**src/rtl/cirno9_tm_pkg.sv**
```systemverilog
// rtl/cirno9_tm_pkg.sv - shared types and constants for the cirno9 end-of-test monitor
// Purpose : FSM state encoding, riscv-tests pass marker and default tohost PC.
// Ports   : none (package).
package cirno9_tm_pkg;

   typedef enum logic [1:0] {
      TM_IDLE = 2'd0,
      TM_RUN  = 2'd1,
      TM_DONE = 2'd2
   } tm_state_e;

   // riscv-tests leave gp==1 on success, (testnum<<1)|1 on failure.
   localparam int          RISCV_PASS_GP     = 1;
   localparam logic [31:0] TOHOST_PC_DEFAULT = 32'h8000_003c;

endpackage

```
**src/rtl/cirno9_hart_watch.sv**
```systemverilog
// rtl/cirno9_hart_watch.sv - per-hart tohost detector with sticky halt flag and gp latch
// Purpose : counts consecutive valid retire samples at TOHOST_PC; after STABLE_CYCLES
//           the hart is halted and that cycle's gp is captured.
// Ports   : clk_i, rst_i        clock, async active-high reset
//           clear_i             clear all state (monitor entering RUN)
//           run_i               monitor is in RUN; samples are ignored otherwise
//           pc_vld_i/pc_i/gp_i  retire strobe, PC and x3 of this hart
//           halted_o            registered halt flag
//           halted_d_o, gp_d_o  next-state halt flag / latched gp (same-edge verdict)
module cirno9_hart_watch
   import cirno9_tm_pkg::*;
#(
   parameter int              XLEN          = 32,
   parameter logic [XLEN-1:0] TOHOST_PC     = XLEN'(TOHOST_PC_DEFAULT),
   parameter int              STABLE_CYCLES = 2
) (
   input  logic            clk_i,
   input  logic            rst_i,
   input  logic            clear_i,
   input  logic            run_i,
   input  logic            pc_vld_i,
   input  logic [XLEN-1:0] pc_i,
   input  logic [XLEN-1:0] gp_i,
   output logic            halted_o,
   output logic            halted_d_o,
   output logic [XLEN-1:0] gp_d_o
);

   localparam int SW = (STABLE_CYCLES < 2) ? 1 : $clog2(STABLE_CYCLES + 1);

   logic [SW-1:0]   cnt_q, cnt_d;
   logic            halted_q, halted_d;
   logic [XLEN-1:0] gp_q, gp_d;

   always_comb begin
      cnt_d    = cnt_q;
      halted_d = halted_q;
      gp_d     = gp_q;
      if (clear_i) begin
         cnt_d    = '0;
         halted_d = 1'b0;
         gp_d     = '0;
      end else if (run_i && !halted_q && pc_vld_i) begin
         if (pc_i == TOHOST_PC) begin
            // Final stable sample: halt and capture gp on this very edge.
            if (cnt_q == SW'(STABLE_CYCLES - 1)) begin
               halted_d = 1'b1;
               gp_d     = gp_i;
            end else begin
               cnt_d = cnt_q + 1'b1;
            end
         end else begin
            cnt_d = '0;
         end
      end
   end

   always_ff @(posedge clk_i or posedge rst_i) begin
      if (rst_i) begin
         cnt_q    <= '0;
         halted_q <= 1'b0;
         gp_q     <= '0;
      end else begin
         cnt_q    <= cnt_d;
         halted_q <= halted_d;
         gp_q     <= gp_d;
      end
   end

   assign halted_o   = halted_q;
   assign halted_d_o = halted_d;
   assign gp_d_o     = gp_d;

endmodule

```
**src/rtl/cirno9_test_monitor.sv**
```systemverilog
// rtl/cirno9_test_monitor.sv - end-of-test monitor for cirno9 riscv-tests regressions
// Purpose : watches NUM_HARTS cores for the tohost PC, latches gp at halt, applies a
//           programmable cycle timeout and produces one registered pass/fail verdict.
// Ports   : clk_i, rst_i        clock, async active-high reset
//           start_i             pulse: clear verdict, begin monitoring (ignored in RUN)
//           timeout_lim_i       cycle limit, 0 disables
//           hart_pc_vld_i       per-hart retire strobe
//           hart_pc_i/hart_gp_i per-hart PC / x3, hart i at [i*XLEN +: XLEN]
//           busy_o              in RUN
//           done_o              verdict valid, held until start/reset
//           pass_o, timed_out_o verdict
//           fail_hart_o         lowest failing hart (0 on pass)
//           fail_testnum_o      that hart's gp>>1
//           halted_o            per-hart halt flags
//           cycle_count_o       RUN cycles since start, saturating
module cirno9_test_monitor
   import cirno9_tm_pkg::*;
#(
   parameter int              NUM_HARTS     = 1,
   parameter int              XLEN          = 32,
   parameter logic [XLEN-1:0] TOHOST_PC     = XLEN'(TOHOST_PC_DEFAULT),
   parameter int              STABLE_CYCLES = 2,
   parameter int              CNT_W         = 32
) (
   input  logic                        clk_i,
   input  logic                        rst_i,
   input  logic                        start_i,
   input  logic [CNT_W-1:0]            timeout_lim_i,
   input  logic [NUM_HARTS-1:0]        hart_pc_vld_i,
   input  logic [NUM_HARTS*XLEN-1:0]   hart_pc_i,
   input  logic [NUM_HARTS*XLEN-1:0]   hart_gp_i,
   output logic                        busy_o,
   output logic                        done_o,
   output logic                        pass_o,
   output logic                        timed_out_o,
   output logic [$clog2(NUM_HARTS):0]  fail_hart_o,
   output logic [XLEN-2:0]             fail_testnum_o,
   output logic [NUM_HARTS-1:0]        halted_o,
   output logic [CNT_W-1:0]            cycle_count_o
);

   localparam int FHW = $clog2(NUM_HARTS) + 1;

   tm_state_e                state_q;
   logic [CNT_W-1:0]         cycle_count_q;
   logic                     done_q, pass_q, timed_out_q;
   logic [FHW-1:0]           fail_hart_q;
   logic [XLEN-2:0]          fail_testnum_q;

   logic                     enter_run;
   logic                     in_run;
   logic [NUM_HARTS-1:0]     halted_q, halted_d;
   logic [NUM_HARTS*XLEN-1:0] gp_d;

   assign in_run    = (state_q == TM_RUN);
   assign enter_run = start_i && !in_run;

   for (genvar g = 0; g < NUM_HARTS; g++) begin : g_hart
      cirno9_hart_watch #(
         .XLEN          (XLEN),
         .TOHOST_PC     (TOHOST_PC),
         .STABLE_CYCLES (STABLE_CYCLES)
      ) u_watch (
         .clk_i      (clk_i),
         .rst_i      (rst_i),
         .clear_i    (enter_run),
         .run_i      (in_run),
         .pc_vld_i   (hart_pc_vld_i[g]),
         .pc_i       (hart_pc_i[g*XLEN +: XLEN]),
         .gp_i       (hart_gp_i[g*XLEN +: XLEN]),
         .halted_o   (halted_q[g]),
         .halted_d_o (halted_d[g]),
         .gp_d_o     (gp_d[g*XLEN +: XLEN])
      );
   end

   // Verdict is computed from next-state halt/gp so it can be registered on the
   // same edge that completes the final halt.
   logic                all_halted_d;
   logic                pass_d;
   logic                found;
   logic [FHW-1:0]      fail_idx_d;
   logic [XLEN-2:0]     fail_num_d;
   logic                timeout_hit;

   always_comb begin
      all_halted_d = &halted_d;
      found        = 1'b0;
      fail_idx_d   = '0;
      fail_num_d   = '0;
      for (int i = 0; i < NUM_HARTS; i++) begin
         if (!found && (!halted_d[i] || gp_d[i*XLEN +: XLEN] != XLEN'(RISCV_PASS_GP))) begin
            found      = 1'b1;
            fail_idx_d = FHW'(i);
            fail_num_d = halted_d[i] ? gp_d[i*XLEN + 1 +: XLEN - 1] : '0;
         end
      end
      pass_d = all_halted_d && !found;
   end

   assign timeout_hit = (timeout_lim_i != '0) &&
                        (cycle_count_q == timeout_lim_i - CNT_W'(1));

   always_ff @(posedge clk_i or posedge rst_i) begin
      if (rst_i) begin
         state_q        <= TM_IDLE;
         cycle_count_q  <= '0;
         done_q         <= 1'b0;
         pass_q         <= 1'b0;
         timed_out_q    <= 1'b0;
         fail_hart_q    <= '0;
         fail_testnum_q <= '0;
      end else begin
         case (state_q)
            TM_IDLE, TM_DONE: begin
               if (start_i) begin
                  state_q        <= TM_RUN;
                  cycle_count_q  <= '0;
                  done_q         <= 1'b0;
                  pass_q         <= 1'b0;
                  timed_out_q    <= 1'b0;
                  fail_hart_q    <= '0;
                  fail_testnum_q <= '0;
               end
            end
            TM_RUN: begin
               if (cycle_count_q != '1) begin
                  cycle_count_q <= cycle_count_q + CNT_W'(1);
               end
               // A halt completing on the timeout cycle takes priority.
               if (all_halted_d) begin
                  state_q        <= TM_DONE;
                  done_q         <= 1'b1;
                  pass_q         <= pass_d;
                  timed_out_q    <= 1'b0;
                  fail_hart_q    <= fail_idx_d;
                  fail_testnum_q <= fail_num_d;
               end else if (timeout_hit) begin
                  state_q        <= TM_DONE;
                  done_q         <= 1'b1;
                  pass_q         <= 1'b0;
                  timed_out_q    <= 1'b1;
                  fail_hart_q    <= fail_idx_d;
                  fail_testnum_q <= fail_num_d;
               end
            end
            default: state_q <= TM_IDLE;
         endcase
      end
   end

   assign busy_o         = in_run;
   assign done_o         = done_q;
   assign pass_o         = pass_q;
   assign timed_out_o    = timed_out_q;
   assign fail_hart_o    = fail_hart_q;
   assign fail_testnum_o = fail_testnum_q;
   assign halted_o       = halted_q;
   assign cycle_count_o  = cycle_count_q;

endmodule

```
**config.mk**
```make
export PLATFORM = sky130hd
export DESIGN_NAME = cirno9_test_monitor
export DESIGN_NICKNAME = d
export VERILOG_FILES = /design/src/rtl/cirno9_tm_pkg.sv /design/src/rtl/cirno9_hart_watch.sv /design/src/rtl/cirno9_test_monitor.sv
export SDC_FILE = /design/constraint.sdc
export NUM_CORES = 1
export LEC_CHECK = 0
export CAP_MARGIN = 20
export CORE_MARGIN = 2
export CORE_UTILIZATION = 45
export DETAILED_ROUTE_END_ITERATION = 10
export HOLD_SLACK_MARGIN = 0.15
export PLACE_DENSITY = 0.82
export SYNTH_ARGS = -nofsm -noshare
export SYNTH_HDL_FRONTEND = slang
export SYNTH_SLANG_ARGS = --single-unit
export TNS_END_PERCENT = 20
```
**constraint.sdc**
```tcl
create_clock -name clk_i -period 4.8 [get_ports clk_i]
set_clock_uncertainty 0.2 [all_clocks]
set_input_delay 0.96 -clock clk_i [delete_from_list [all_inputs] [get_ports clk_i]]
set_output_delay 0.96 -clock clk_i [all_outputs]
set_load 0.01 [all_outputs]
```
* After elaboration in Yosys (flattened, before gate mapping)
Cells that the tools add are included.
Cells by class: add/sub/neg operators 3, equality and inequality tests 11, muxes and demuxes 37, reduce and logical (&&, ||, !) cells 19
Operator list (count):
- 32-bit 2-to-1 mux | 6
- 31-bit 2-to-1 mux | 5
- 32-bit case mux with 2 select lines | 1
- 31-bit case mux with 2 select lines | 1
- 32-bit by 1-bit adder with 32-bit output, second input constant | 1
- 32-bit equality test | 1
- 32-bit equality test, second input constant | 1
- 32-bit by 1-bit != test with 1-bit output, second input constant | 1
- 32-bit != test, second input constant | 1
- 32-bit nonzero test | 1
- 32-bit by 1-bit subtractor with 32-bit output, second input constant | 1
- 2-bit 2-to-1 mux | 7
- 1-bit 2-to-1 mux | 12
- 1-bit case mux with 2 select lines | 4
- 3-bit != test, second input constant | 2
- 3-bit AND reduction | 2
- 1-bit logical AND | 5
- 2-bit by 1-bit equality test with 1-bit output, second input constant | 2
- 1-bit zero test | 4
- 2-bit != test, second input constant | 2
- 2-bit case mux with 2 select lines | 1
- 2-bit AND reduction | 2
- 2-bit nonzero test | 2
- 2-bit by 1-bit adder with 2-bit output, second input constant | 1
- 4 further kinds | 4
Word-level totals: flip-flop bits (word level) 104, input port bits 100, output and inout bits 69, logic and storage cells 80

* Logic depth before layout (Yosys ltp)
Gate-level depths: netlist of the first run.
depth in word-level cells 12, depth in mapped cells 11, mapped depth without buffers 9

* By module
A second synthesis of the first run with hierarchy kept.
Unflattened totals: cell total of the unflattened synthesis 625, area total of the unflattened synthesis 5929.4 µm²
By module, submodules not included:
- cirno9_test_monitor | times used 1, cells an instance 457, area each 4236.6 µm², sequential area each 1701.6 µm²
- cirno9_hart_watch | times used 1, cells an instance 168, area each 1692.9 µm², sequential area each 875.8 µm²

* Worst setup path after synthesis of the first run
No wires, ideal clock.
kind input to register, start input port timeout_lim_i[7], end register state_q[0], library setup time 133 ps, arrival 3235 ps, data required time 4467 ps, setup slack 1232 ps, cell stages on the path 10, path buffers 3, path through buf_2 -> or4_1 -> a211oi_1 -> o211ai_1 -> or4_1 -> nor4_1 -> and4_4 -> buf_12 -> buf_12 -> o21ai_2
On the way: word-level cells in the longest chain between the ends 5, elaborated cells between the ends (all ways) 6, classes of those cells add/sub: 1; eq/ne: 2; reduce/logical: 3
Ends and longest elaborated chain:
- start: declaration | line cirno9_test_monitor.sv:28 | input logic [CNT_W-1:0] timeout_lim_i,
- 32-bit by 1-bit subtractor with 32-bit output | line cirno9_test_monitor.sv:102 | (cycle_count_q == timeout_lim_i - CNT_W'(1));
- 32-bit equality test | line cirno9_test_monitor.sv:102
- 1-bit logical AND (*) | line cirno9_test_monitor.sv:101 | assign timeout_hit = (timeout_lim_i != '0) &&
- 3-bit != test (no line) (*)
- 2-bit AND reduction (no line) (*)
- end signal: assignment | line cirno9_test_monitor.sv:106 | state_q <= TM_IDLE;
- end signal: assignment | line cirno9_test_monitor.sv:117 | state_q <= TM_RUN;
- end signal: assignment | line cirno9_test_monitor.sv:132 | state_q <= TM_DONE;
- end: declaration | line cirno9_test_monitor.sv:44 | tm_state_e state_q;
Every way passes the cells marked *; elsewhere a longest branch is shown, timed or not. A chain may end at the register's enable or synchronous reset.

* Final worst setup path of the first run
start input port timeout_lim_i[0], end register fail_testnum_q[29] (netlist: fail_testnum_o[29])
On the way: word-level cells in the longest chain between the ends 5, elaborated cells between the ends (all ways) 6, classes of those cells add/sub: 1; eq/ne: 2; reduce/logical: 3
Ends and longest elaborated chain:
- 32-bit by 1-bit subtractor with 32-bit output | line cirno9_test_monitor.sv:102
- 32-bit equality test | line cirno9_test_monitor.sv:102
- 1-bit logical AND (*) | line cirno9_test_monitor.sv:101
- 3-bit != test (no line) (*)
- 3-bit AND reduction (no line) (*)
- end signal: assignment | line cirno9_test_monitor.sv:137 | fail_testnum_q <= fail_num_d;
- end signal: assignment | line cirno9_test_monitor.sv:144 | fail_testnum_q <= fail_num_d;
- end: declaration | line cirno9_test_monitor.sv:48 | logic [XLEN-2:0] fail_testnum_q;
Marks and branches as above.

==> out/summary.md, run 1 <==
The aggregate negative setup slack was 0 ns; the adder and majority cell fraction of the synthesized area was 0.591%. The commonest cells after synthesis are sky130_fd_sc_hd__dfrtp_1 (103), sky130_fd_sc_hd__nor2_1 (86), sky130_fd_sc_hd__nand3_1 (48), sky130_fd_sc_hd__xnor2_1 (40), sky130_fd_sc_hd__mux2i_1 (32). The H-tree generated during clock tree synthesis spans 3 levels.

Of all flip-flops after synthesis, the portion carrying an async set or reset was 100%. In this run the worst hold path is classified as reg2reg. Of the synthesized area, sequential elements account for 40.6%. At the later pin of the worst-skew pair, clock insertion delay measures 0.36 ns.

Global routing consumed, over all layers together, 23.3% of the routing resources. The wire length reported by the detailed router is 17.6 mm. Number of flops mapped to enable cells by yosys: 0.

The tools report the beginning of the worst register-to-register path as cycle_count_o[5]$_DFFE_PP0P_. The first-iteration detailed-routing DRC count was 461; the global routing met2 resource utilization was 39.3%. The count of input and output buffers is 167, and the layout net count is 943. The pin count of the biggest net entering global routing came out at 68. The logs give 0 for the final hold violation count and 1.37 ns for the worst setup slack for register-to-register paths. In this run, synthesis produced a sequential element count of 103. Yosys printed 0 warnings. The deepest clock path buffer count is 2, and the clock sink count is 103. The worst reg2reg path depth came out at 6. Among all flip-flop cells after synthesis, the most frequent one is sky130_fd_sc_hd__dfrtp_1. The number of global-route vias before repair came out at 5671.

The run gives 13800 um^2 as the placeable core region. Across the VDD grid, the largest voltage drop is 0.215 mV. Summing the areas of all compound-gate instances in the mapped netlist gives 15.5% of the synthesized area. By instance count, the leading cell after synthesis is sky130_fd_sc_hd__dfrtp_1. The run gives 6350 um^2 as the post-synth design cell area. Critical path depth in cells: 11. The kind of cell with the highest combined delay along the critical path is simple AND/OR/NAND/NOR gates. The number of distinct library cells after synthesis was 66; the placed cell count was 1009. After global routing the overflow that remains totals 0.

Setup repair after global routing left no endpoint under its margin. The count of antenna diodes in the layout was 0; the time the worst path needs with I/O delays and setup was 4.37 ns. In the routed design, unresolved DRC markers number 0.

Buffers inserted to repair hold after CTS numbered 0. By area the synthesized netlist is led by sky130_fd_sc_hd__dfrtp_1 (41%), sky130_fd_sc_hd__xnor2_1 (5.5%), sky130_fd_sc_hd__nor2_1 (5.1%). The fmax came out at 229 MHz. TritonCTS built the clock tree. The die is 123 um tall.

The critical path's largest stage delay was 0.52 ns. A synthesized cell averages 9.32 um^2. The wire-length estimate of the detail-placed layout is 12.9 mm. The critical path is of the in2reg type.

The layer carrying the most global-route usage was met2. Synthesis produced a netlist with a net count of 785. Setup violations remaining at the end of the flow were counted as 0. By area, the combinational part of the netlist is dominated by simple AND/OR/NAND/NOR gates.

Among all stages on the critical path, the largest delay is contributed by sky130_fd_sc_hd__clkdlybuf4s50_1. The tools report the startpoint of the worst hold path as g_hart[0].u_watch.gp_q[0]$_DFF_PP0_. After synthesis, the share of cell area in mux cells is 5.40%. For the number of antenna violations at the first check in global routing, the log shows 0.

The slew of the pin with the lowest slew margin was 1.05 ns; the effective utilization at floorplan was 46.0%. The end of the worst register-to-register path was cycle_count_o[17]$_DFFE_PP0P_. The relative slew slack was 29.3%. For the post-route total power, the log shows 2.10 mW.

The fraction of the cycle the final worst path needs is 91.1%, and the routed wirelength normalized by instance count is 17.1 um. The tools report the number of pins exceeding their max-slew limit in the final report as 0. The number of placement rows is 43, and the met3 track demand over resource in global routing is 4.65%.

The layout has 1173 filler cells. The run gives 4.84 ns as the data required time of the critical path. The area occupied by registers is 2580 um^2. The run finished with clean final reports. Traced cell by cell, the critical path runs through clkdlybuf4s50_1, inv_1, ha_1, nor3b_2, nand2_1, xnor2_1, or4_1, nor4_1, and4_4, buf_4, o21ai_1. Of the post-synthesis cell area, the dominant cell type holds 40.6%. The remaining antenna violation count after routing was 0; the CTS clock-pin slew for the worst setup and hold paths was 0.07 ns. The met1 track demand over resource in global routing was 30.2%; the layout cell share with drive strength beyond 1 was 9.70%. The xor-xnor portion of the synthesized cell area is 8.82%, and the synthesis-to-layout area growth is 33.9%. Routed via count divided by cell count: 5.82.

The congestion estimate from routability-driven global placement came to 0.966. Clock tree synthesis inserted a total of 9 buffers. Summing the areas of all and, or, nand and nor instances in the mapped netlist gives 24.7% of the synthesized area. The tools report the number of gates resized after CTS as 0.

The count of boundary I/O pins is 169. Dividing total power by cell area gives a power density of 247 nW/um^2. sky130_fd_sc_hd__dfrtp_1 takes more of the synthesized area than any other cell. The most critical setup path has its endpoint at fail_testnum_o[29]$_DFFE_PP0P_. Static leakage: 3.33 nW.

STA classifies the critical path endpoint as a flip-flop. The count of cells in the finished layout, fillers not included, comes to 1025. Synthesis produced a netlist whose cell count is 682. Counting both buffers and inverters, the worst setup path holds a total of 3. The die width was 123 um. Post-CTS timing repair inserted 0 buffers for setup. Max-cap violations in this run came to 0. In this run the clock root is driven by a sky130_fd_sc_hd__clkbuf_16. The element type at the critical path start is a primary input.

The floorplan step defined a die boundary enclosing 15100 um^2. For the area used by multi-input combinational logic, the log shows 3510 um^2. The worst endpoint data arrival time was 4.41 ns.

The highest net fanout along the worst path is 14. The via total after detailed routing came out at 5965. Tracing the worst setup path back leads to its startpoint at timeout_lim_i[0]. The first global-routing pass estimated 27.9 mm of wire. The first detailed-routing pass ran for 5 iterations.
==> state kept, by name (all words and copies together), names as in the netlist <==
name	flops
cycle_count_o	32
g_hart.u_watch.gp_q	32
fail_testnum_o	31
g_hart.u_watch.cnt_q	2
state_q	2
done_o	1
g_hart.u_watch.halted_o	1
pass_o	1
timed_out_o	1
==> worst register-to-register path, delay by kind of cell (launching register included) <==
family | cells | cell delay [ns]
simple gates | 4 | 1.40
flops | 1 | 0.49
compound gates | 2 | 1.23
==> logic make-up (layout without fill, tap and decap cells) <==
family                     Yosys count  in the layout
muxes                               34             34
DFF                                103            103
adders and majority gates            3              3
xor gates and xnor gates            64             64
buffers and inverters               55            218
and+or+nand+nor                    292            292
other                                1              1
AOI/OAI and AO/OA                  130            130
==> where the power goes <==
group	leakage [nW]	switching [mW]	internal (mW)
clock network	0.141	0.336	0.373
registers	1.43	0.0589	0.897
logic	1.76	0.228	0.210
total	3.33	0.622	1.48
==> worst min path at each step <==
stage	depth (start not counted)	endpoint	slack, ns
after floorplan	2	g_hart[0].u_watch.gp_q[0]$_DFF_PP0_	0.28
after detailed placement	2	fail_testnum_o[1]$_DFFE_PP0P_	0.31
after global placement	2	g_hart[0].u_watch.gp_q[0]$_DFF_PP0_	0.30
after CTS	2	g_hart[0].u_watch.gp_q[0]$_DFF_PP0_	0.33
after global routing	2	g_hart[0].u_watch.gp_q[0]$_DFF_PP0_	0.36
final	2	g_hart[0].u_watch.gp_q[0]$_DFF_PP0_	0.32
==> cell usage in the layout, fill, tap and decap left out, drive strengths merged, types with 7 or more instances in the layout <==
| master | count |
|---|---|
| a21oi | 13 |
| a22oi | 30 |
| buf | 20 |
| clkbuf | 10 |
| clkdlybuf4s50 | 167 |
| dfrtp | 103 |
| inv | 18 |
| mux2i | 32 |
| nand2 | 24 |
| nand2b | 7 |
| nand3 | 48 |
| nand4 | 24 |
| nor2 | 86 |
| nor3 | 19 |
| nor4 | 34 |
| o21ai | 44 |
| o31ai | 7 |
| or3 | 7 |
| or4 | 8 |
| xnor2 | 40 |
| xor2 | 24 |
==> per-layer routing <==
| layer | vias to the layer above | wire length (um) |
|---|---|---|
| met5 | - | 0 |
| met4 | 0 | 294 |
| met3 | 25 | 1360 |
| met2 | 238 | 8480 |
| met1 | 2853 | 7450 |
| li1 | 2849 | - |
==> final cells by class <==
| type | instances | area share [%] |
|---|---|---|
| sequential | 103 | 30.3 |
| inverter | 15 | 0.691 |
| clock buffer | 10 | 2.81 |
| clock inverter | 6 | 0.588 |
| multi-input combinational | 524 | 41.2 |
| tap | 180 | 2.65 |
| timing repair buffer | 187 | 21.7 |
==> metrics by stage <==
stage	instance area (um^2)	utilization [%]	hold slack, ns	worst slack (ns)
after global placement	8220	59.4	0.299	0.290
after global routing	8500	61.5	0.357	0.226
after CTS	8500	61.5	0.331	0.548
after floorplan	6350	-	0.278	0.936
after detailed placement	8220	59.4	0.307	0.179
final	8500	61.5	0.323	0.427
(Power assumes the default switching activity.)
==> inputs of run 2 (changes only) <==
--- a/config.mk
+++ b/config.mk
@@ -6,6 +6,7 @@
 export NUM_CORES = 1
 export LEC_CHECK = 0
 export CAP_MARGIN = 20
+export CORE_ASPECT_RATIO = 1.5
 export CORE_MARGIN = 2
 export CORE_UTILIZATION = 45
 export DETAILED_ROUTE_END_ITERATION = 10
==> out/summary.md, run 2 (synthesis results as in run 1) <==
The run finished with clean final reports. The detailed-route DRC error count was 0 (unchanged); the worst endpoint data arrival time was 4.08 ns (-0.33 ns). TritonCTS built the clock tree. The logs give 24.0% (+0.61 points) for the overall routing resource usage and 3.37 nW (+1.2%) for the static leakage.

The final hold violation count is 0 (unchanged), and the clock sink count is 103 (unchanged). The fraction of the cycle the final worst path needs is 83.2% (-7.9 points). The tools report the first-iteration detailed-routing DRC count as 217 (-53%).

The logs give 53 (+23%) for the number of placement rows and 0 (unchanged) for the buffers inserted during post-CTS setup optimization. Layout net count: 950 (+0.74%). The effective utilization at floorplan was 45.6% (-0.33 points); the die width was 101 um (-18%). The pin count of the biggest net entering global routing was 83 (+22%). The hold-fix buffer count after cts was 0 (unchanged).

The critical path in this run is classified as in2reg. The number of buffers inserted during clock tree synthesis was 9 (unchanged); the slew of the pin with the lowest slew margin was 0.736 ns (-0.319 ns). The relative slew slack was 50.6% (+21 points).

The time the worst path needs with I/O delays and setup is 3.99 ns (-0.379 ns), and the fmax is 250 MHz (+9.5%). The logs give 28.7 mm (+2.9%) for the first-pass GRT wire length and 0 ns (unchanged) for the aggregate negative setup slack. Routed via count divided by cell count: 5.83 (+0.25%). The remaining antenna violation count after routing came out at 0 (unchanged). The power density over the cells works out to 246 nW/um^2 (-0.47%). Clock tree root driver cell: sky130_fd_sc_hd__clkbuf_16. The H-tree depth reported by CTS is 3 (unchanged), and the die boundary height is 150 um (+22%). Leaving out fill and tap cells, the most frequent cell in the layout is sky130_fd_sc_hd__clkdlybuf4s50_1.

The tools report the area of the die as 15100 um^2 (+0.13%). The number of search-and-repair iterations in the first detailed-routing pass was 5 (unchanged). The tools report the data required time of the critical path as 4.88 ns (+0.04 ns). Setup repair after global routing left no endpoint under its margin. For the worst hold margin, the log shows 0.329 ns (+0.00671 ns). Element type at the critical path start: a primary input.

The top cell types in the final layout, fill and taps aside, are sky130_fd_sc_hd__clkdlybuf4s50_1 (167), sky130_fd_sc_hd__dfrtp_1 (103), sky130_fd_sc_hd__nor2_1 (86), sky130_fd_sc_hd__nand3_1 (48), sky130_fd_sc_hd__xnor2_1 (40). CTS clock-pin slew for the worst setup and hold paths: 0.07 ns (about the same). The highest net fanout along the worst path was 28 (+14); the routed wirelength normalized by instance count was 17.7 um (+3.0%). The run gives 0 (unchanged) as the final-report setup violation count. The tools report the deepest clock path buffer count as 2 (unchanged).

The source-to-sink clock delay at the later pin of the worst-skew pair came out at 0.35 ns (about the same). The tools report the number of max-cap violations as 0 (unchanged). Worst min-delay path category: reg2reg. The tools report the via total after detailed routing as 5933 (-0.54%). For the maximum resistive drop on vdd, the log shows 0.188 mV (-12%). The tools report the count of boundary I/O pins as 169 (unchanged). For the wire length reported by the detailed router, the log shows 18.0 mm (+2.2%). For the global placement routability congestion, the log shows 0.865 (-11%).

The count of input and output buffers came out at 167 (unchanged). The number of global-route vias before repair is 5948 (+4.9%), and the placeable core region is 13900 um^2 (+0.72%). The number of pins exceeding their max-slew limit in the final report is 0 (unchanged). The worst setup path is captured at a flip-flop. The synthesis-to-layout area growth is 34.5%, and the number of gates resized after CTS is 0 (unchanged). The count of antenna diodes in the layout came out at 0 (unchanged). The total half-perimeter wirelength after legalization and detailed placement was 13.7 mm (+6.6%). The layout cell share with drive strength beyond 1 came out at 10.4% (+0.74 points). The logs give 0 (unchanged) for the number of antenna violations at the first check in global routing and 0 (unchanged) for the leftover overflow at the end of global routing.
[run 2: worst paths after layout]
kind	from	to	slack (ns)	depth (start not counted)
max	timeout_lim_i[0]	done_o$_DFFE_PP0P_	0.81	11
min	done_o$_DFFE_PP0P_	done_o$_DFFE_PP0P_	0.33	1
max reg2reg	cycle_count_o[3]$_DFFE_PP0P_	cycle_count_o[22]$_DFFE_PP0P_	1.77	7
min reg2reg	done_o$_DFFE_PP0P_	done_o$_DFFE_PP0P_	0.33	1
max in group asynchronous	rst_i	done_o$_DFFE_PP0P_	2.65	4
min in group asynchronous	rst_i	cycle_count_o[23]$_DFFE_PP0P_	0.79	2
[run 2: per-layer routing]
metal | wire [um] | vias up | share of wire, % | track usage, %
met5 | 0 | - | 0 | 0
met4 | 637 | 0 | 3.5 | 10.1
met3 | 738 | 43 | 4.1 | 2.85
met2 | 9830 | 181 | 55 | 45.7
met1 | 6750 | 2838 | 38 | 26.1
li1 | - | 2871 | - | -
[run 2: report_power, final]
part	internal (mW)	switching (mW)	total, mW
clock network	0.364	0.340	0.704
logic	0.218	0.229	0.447
registers	0.897	0.0560	0.953
total	1.48	0.625	2.10
[run 2: critical path: stages]
cell                              delay (ns)
sky130_fd_sc_hd__clkdlybuf4s50_1        0.51
sky130_fd_sc_hd__inv_1                  0.10
sky130_fd_sc_hd__ha_1                   0.18
sky130_fd_sc_hd__nor3b_2                0.39
sky130_fd_sc_hd__nand4_1                0.31
sky130_fd_sc_hd__or4b_1                 0.54
sky130_fd_sc_hd__a211oi_1               0.25
sky130_fd_sc_hd__o31a_1                 0.17
sky130_fd_sc_hd__and4_4                 0.26
sky130_fd_sc_hd__buf_12                 0.23
sky130_fd_sc_hd__a221o_1                0.17
[run 2: stage by stage]
stage / cells / util (%) / cell area (um^2) / power [mW] / worst slack, ns
3_3_place_gp: 1000 / 59.2 / 8240 / 1.41 / 0.518
5_1_grt: 1017 / 61.4 / 8550 / 2.20 / 0.612
3_5_place_dp: 1000 / 59.2 / 8240 / 1.42 / 0.484
2_1_floorplan: 682 / - / 6350 / 1.18 / 0.936
4_1_cts: 1016 / 61.2 / 8530 / 2.12 / 0.825
6_report: 1017 / 61.4 / 8550 / 2.10 / 0.807
[run 2: layout make-up]
cell class	instances	area, um^2
multi-input combinational	524	3510
clock inverter	7	61.3
fill	1191	5380
inverter	15	58.8
tap	165	206
sequential	103	2580
clock buffer	9	225
timing repair buffer	194	1910
